## src/rtl/issue_queue.sv

```systemverilog
// In-order issue queue between decode and dual issue: takes up to two entries per cycle and presents the two oldest.
// Optional IQ_BYPASS_EN macro forwards decode straight to issue while the queue is empty.
module issue_queue #(
  parameter int DEPTH  = 8,
  parameter int DATA_W = 16
) (
  input  logic                          clk,
  input  logic                          rst,
  input  logic                          flush,
  input  logic [1:0]                    push_num,
  input  logic [2*DATA_W-1:0]           push_data,
  output logic                          push_ready,
  output logic [2*DATA_W-1:0]           issue_require,
  output logic [1:0]                    iq_size,
  input  logic [1:0]                    iq_pop_number,
  output logic [$clog2(DEPTH):0]        count
);

  localparam int PW = $clog2(DEPTH);
  localparam int CW = PW + 1;
  localparam logic [CW-1:0] READY_MAX = CW'(DEPTH - 2);

  logic [DATA_W-1:0] mem_q [DEPTH];
  logic [PW-1:0]     head_q, head_d;
  logic [PW-1:0]     tail_q, tail_d;
  logic [CW-1:0]     count_q, count_d;

  logic [1:0]        push_n, push_acc, pop_eff, size_c, wr_n, wr_off;
  logic [DATA_W-1:0] push0, push1, req0, req1, wdata0, wdata1;
  logic              byp_c;

  assign push0      = push_data[DATA_W-1:0];
  assign push1      = push_data[2*DATA_W-1:DATA_W];
  // Ready looks only at registered occupancy so decode never waits on issue's pop decision.
  assign push_ready = (count_q <= READY_MAX);

  always_comb begin
    push_n   = (push_num == 2'd3) ? 2'd2 : push_num;
    push_acc = push_ready ? push_n : 2'd0;
    byp_c    = 1'b0;
    size_c   = (count_q >= CW'(2)) ? 2'd2 : count_q[1:0];
    req0     = (count_q != '0)     ? mem_q[head_q] : '0;
    req1     = (count_q >= CW'(2)) ? mem_q[head_q + PW'(1)] : '0;
`ifdef IQ_BYPASS_EN
    if (count_q == '0 && !flush) begin
      byp_c  = 1'b1;
      size_c = push_n;
      req0   = (push_n != 2'd0) ? push0 : '0;
      req1   = (push_n == 2'd2) ? push1 : '0;
    end
`endif
    pop_eff = (iq_pop_number > size_c) ? size_c : iq_pop_number;

    // Bypassed entries that issue takes this cycle never touch storage.
    if (byp_c) begin
      wr_n   = push_acc - pop_eff;
      wr_off = pop_eff;
      head_d = head_q;
    end else begin
      wr_n   = push_acc;
      wr_off = 2'd0;
      head_d = head_q + PW'(pop_eff);
    end
    wdata0  = (wr_off == 2'd0) ? push0 : push1;
    wdata1  = push1;
    tail_d  = tail_q + PW'(wr_n);
    count_d = count_q + CW'(push_acc) - CW'(pop_eff);
  end

  assign issue_require = {req1, req0};
  assign iq_size       = size_c;
  assign count         = count_q;

  always_ff @(posedge clk) begin
    if (rst || flush) begin
      head_q  <= '0;
      tail_q  <= '0;
      count_q <= '0;
    end else begin
      head_q  <= head_d;
      tail_q  <= tail_d;
      count_q <= count_d;
    end
  end

  // Storage is never reset; the read port masks anything beyond count.
  always_ff @(posedge clk) begin
    if (!rst && !flush) begin
      if (wr_n != 2'd0) mem_q[tail_q] <= wdata0;
      if (wr_n == 2'd2) mem_q[tail_q + PW'(1)] <= wdata1;
    end
  end

endmodule

```

## config.mk

```make
export PLATFORM = sky130hd
export DESIGN_NAME = issue_queue
export DESIGN_NICKNAME = d
export VERILOG_FILES = /design/src/rtl/issue_queue.sv
export SDC_FILE = /design/constraint.sdc
export NUM_CORES = 1
export LEC_CHECK = 0
export CORE_MARGIN = 2
export CORE_UTILIZATION = 51
export CTS_CLUSTER_DIAMETER = 60
export DETAILED_ROUTE_END_ITERATION = 8
export PLACE_DENSITY = 0.72
export SYNTH_ARGS = -nofsm -noshare
export SYNTH_HDL_FRONTEND = slang
export SYNTH_SLANG_ARGS = --single-unit
```

## constraint.sdc

```tcl
create_clock -name clk -period 7.4 [get_ports clk]
set_input_delay 1.48 -clock clk [delete_from_list [all_inputs] [get_ports clk]]
set_output_delay 1.48 -clock clk [all_outputs]
set_load 0.02 [all_outputs]
```

==> results.cfg <==
[status]
outcome = completed

[placed_design]
dp_hpwl_mm = 13.9
dp_cells = 902
gp_congestion = 0.842
placed_area_um2 = 9580
io_buffers = 77
place_ws_ps = 3120

[timing]
setup_viol = 0
tns_ps = 0
tightest_slew_ps = 1140
clock-skew-final_ps = 6.08
hold_violations = 0
maxSlewHeadroom = 0.240
max_freq_mhz = 207
rsz0062_at_grt = no
setup_slack_ps = 2570
holdWs_ps = 683
fin_crit_sh = 0.652
post-route-min-period_ps = 4830
slew_viol_final = 0

[finish]
instances_no_fill = 934
layout_commonest_cell = edfxtp_1
fin_area_um2 = 10200
final_nets = 756
area_growth_pct = 18.9
fin_util = 0.618
drive_above_1_share = 0.321
diodes = 0
final_cell_mix = edfxtp_1 (128), mux2_2 (117), clkdlybuf4s50_1 (77)

[grt]
grt_max_degree = 62
grt_pass1_wl_mm = 36.1
groute.usage.overall = 0.272
antenna_found_initial = 0
grt_pass1_vias = 6206
grt-ovfl-total = 0

[yosys]
synth_nets = 686
synthArstFlopShare = 0
synth.distinct_cells = 46
synth_edf_count = 128
synthFlopType = edfxtp_1
synth_top_cell_area_share = 0.447
ys_warn_count = 0
syn_avg_cell_area_um2 = 13.6
syn_area_um2 = 8590
yosysTopAreaCell = edfxtp_1
yosysSeqAreaShare = 0.471
syn_inst = 631
ys_ff_latch = 138
synth_area_leaders = edfxtp_1 (45%), mux2_2 (15%), mux4_2 (8.4%)

[worst_setup_path]
crit_path_start = head_q[1]
crit_chain = buf_4, mux2i_1, a22o_1, nor4_1, clkdlybuf4s50_1
critPathMaxFanout = 61
cp.required_ps = 5920
r2r-start = count[2]
start_kind = flop
worstPathArrival_ps = 3350
slowest_delay_ps = 710
worst_path_max_delay_cell = clkdlybuf4s50_1
cp-end-kind = output pin
crit_family = buffers and inverters
cp_num_buf_inv = 2
criticalPathCategory = flop to output pin
reg2reg_slack_ps = 3910

[clock_network]
clk_latency_ps = 420
cts_buffers = 17
cts_tree = yes
cts.repair.resized = 0
h-tree-depth = 4
post-cts-setup-buffers = 0
clock-sinks = 138
max-clock-path-buffers = 2
clock-root-buffer = clkbuf_16
path_clk_slew_ps = 60
holdBufCountCts = 0

[floorplan]
start_util = 0.520
num_io_pins = 78
fp.coreArea_um2 = 16500
placementRows = 47
die_height_um = 134
die_area_um2 = 17900
fp.dieW_um = 134

[drt]
first_pass_iters = 5
met3_length_mm = 1.71
wl_mm = 23.5
drc = 0
viasPerCell = 6.38
top_layer_used = met4
ant_nets = 0
dr_total_vias = 5958
wl_met2_mm = 11.9
wl_met1_mm = 9.36
wl_per_cell_um = 25.2
drt_iter0_drc = 544

[job]
max-cap-violations = 0

[power]
p_leak_nw = 3.33
ir_worst_vdd_v = 0.000304
cellPowerDensity_nw_per_um2 = 305
power_mw = 3.12

[hold_path]
worstHoldStart = count[0]
holdCritPathClass = flop to flop
## worst paths after layout
kind	to	cells past startpoint
setup / recovery	issue_require[4]	5
hold / removal	count[0]	2
setup reg to reg	count[2]	15
hold reg to reg	count[0]	2
## synthesized netlist by cell type (all sizes together), types with 2 or more instances
library cell,n
nand2,20
a22oi,2
ha,12
nor2b,33
a2111oi,16
or2,2
a21oi,3
a2bb2oi,2
edfxtp,128
a211oi,16
buf,21
xor2,3
fa,4
nand3,37
mux2,129
nor2,20
mux2i,33
nor4,18
inv,14
xnor2,4
and2,7
a22o,16
mux4,32
nand2b,4
a32oi,2
dfxtp,10
nor3,10
clkbuf,27
## area by class of cell
class | count | area, um2
fill | 1242 | 6310
multi-input combinational | 431 | 4270
sequential | 138 | 4050
timing repair buffer | 99 | 936
clock buffer | 19 | 433
tap | 220 | 275
clock inverter | 13 | 200
inverter | 14 | 52.6
## power breakdown
| part | leakage, nW | internal [mW] | switching (mW) |
|---|---|---|---|
| Clock | 0.300 | 0.594 | 0.323 |
| Combinational | 1.79 | 0.561 | 0.710 |
| Sequential | 1.24 | 0.891 | 0.0385 |
## metal layers
layer	vias to the layer above	GRT usage
met2	280	0.469
met4	0	0.0963
met3	49	0.0503
li1	2617	-
met5	-	0
met1	3012	0.344
## worst register-to-register path: stages (launching register included)
cell	delay, ps
dfxtp_1	350
inv_1	70
ha_1	210
nand2b_1	100
buf_4	400
nor2_1	160
ha_1	310
inv_1	30
o21ai_0	160
mux2_2	390
ha_1	280
inv_1	40
ha_1	210
fa_1	440
xnor2_1	180
nor2_1	50
## registers in the layout, indices dropped and copies added, names as in the netlist
| signal | count |
|---|---|
| mem_q | 128 |
| count | 4 |
| head_q | 3 |
| tail_q | 3 |
## cells by family after synthesis
family	share of synthesized area
muxes	0.297
and+or+nand+nor	0.107
DFF	0.471
buffers and inverters	0.0339
AOI/OAI and AO/OA	0.0564
adders and majority gates	0.0268
xor gates and xnor gates	0.00801
Note: power is estimated with default switching activity, not from simulation.
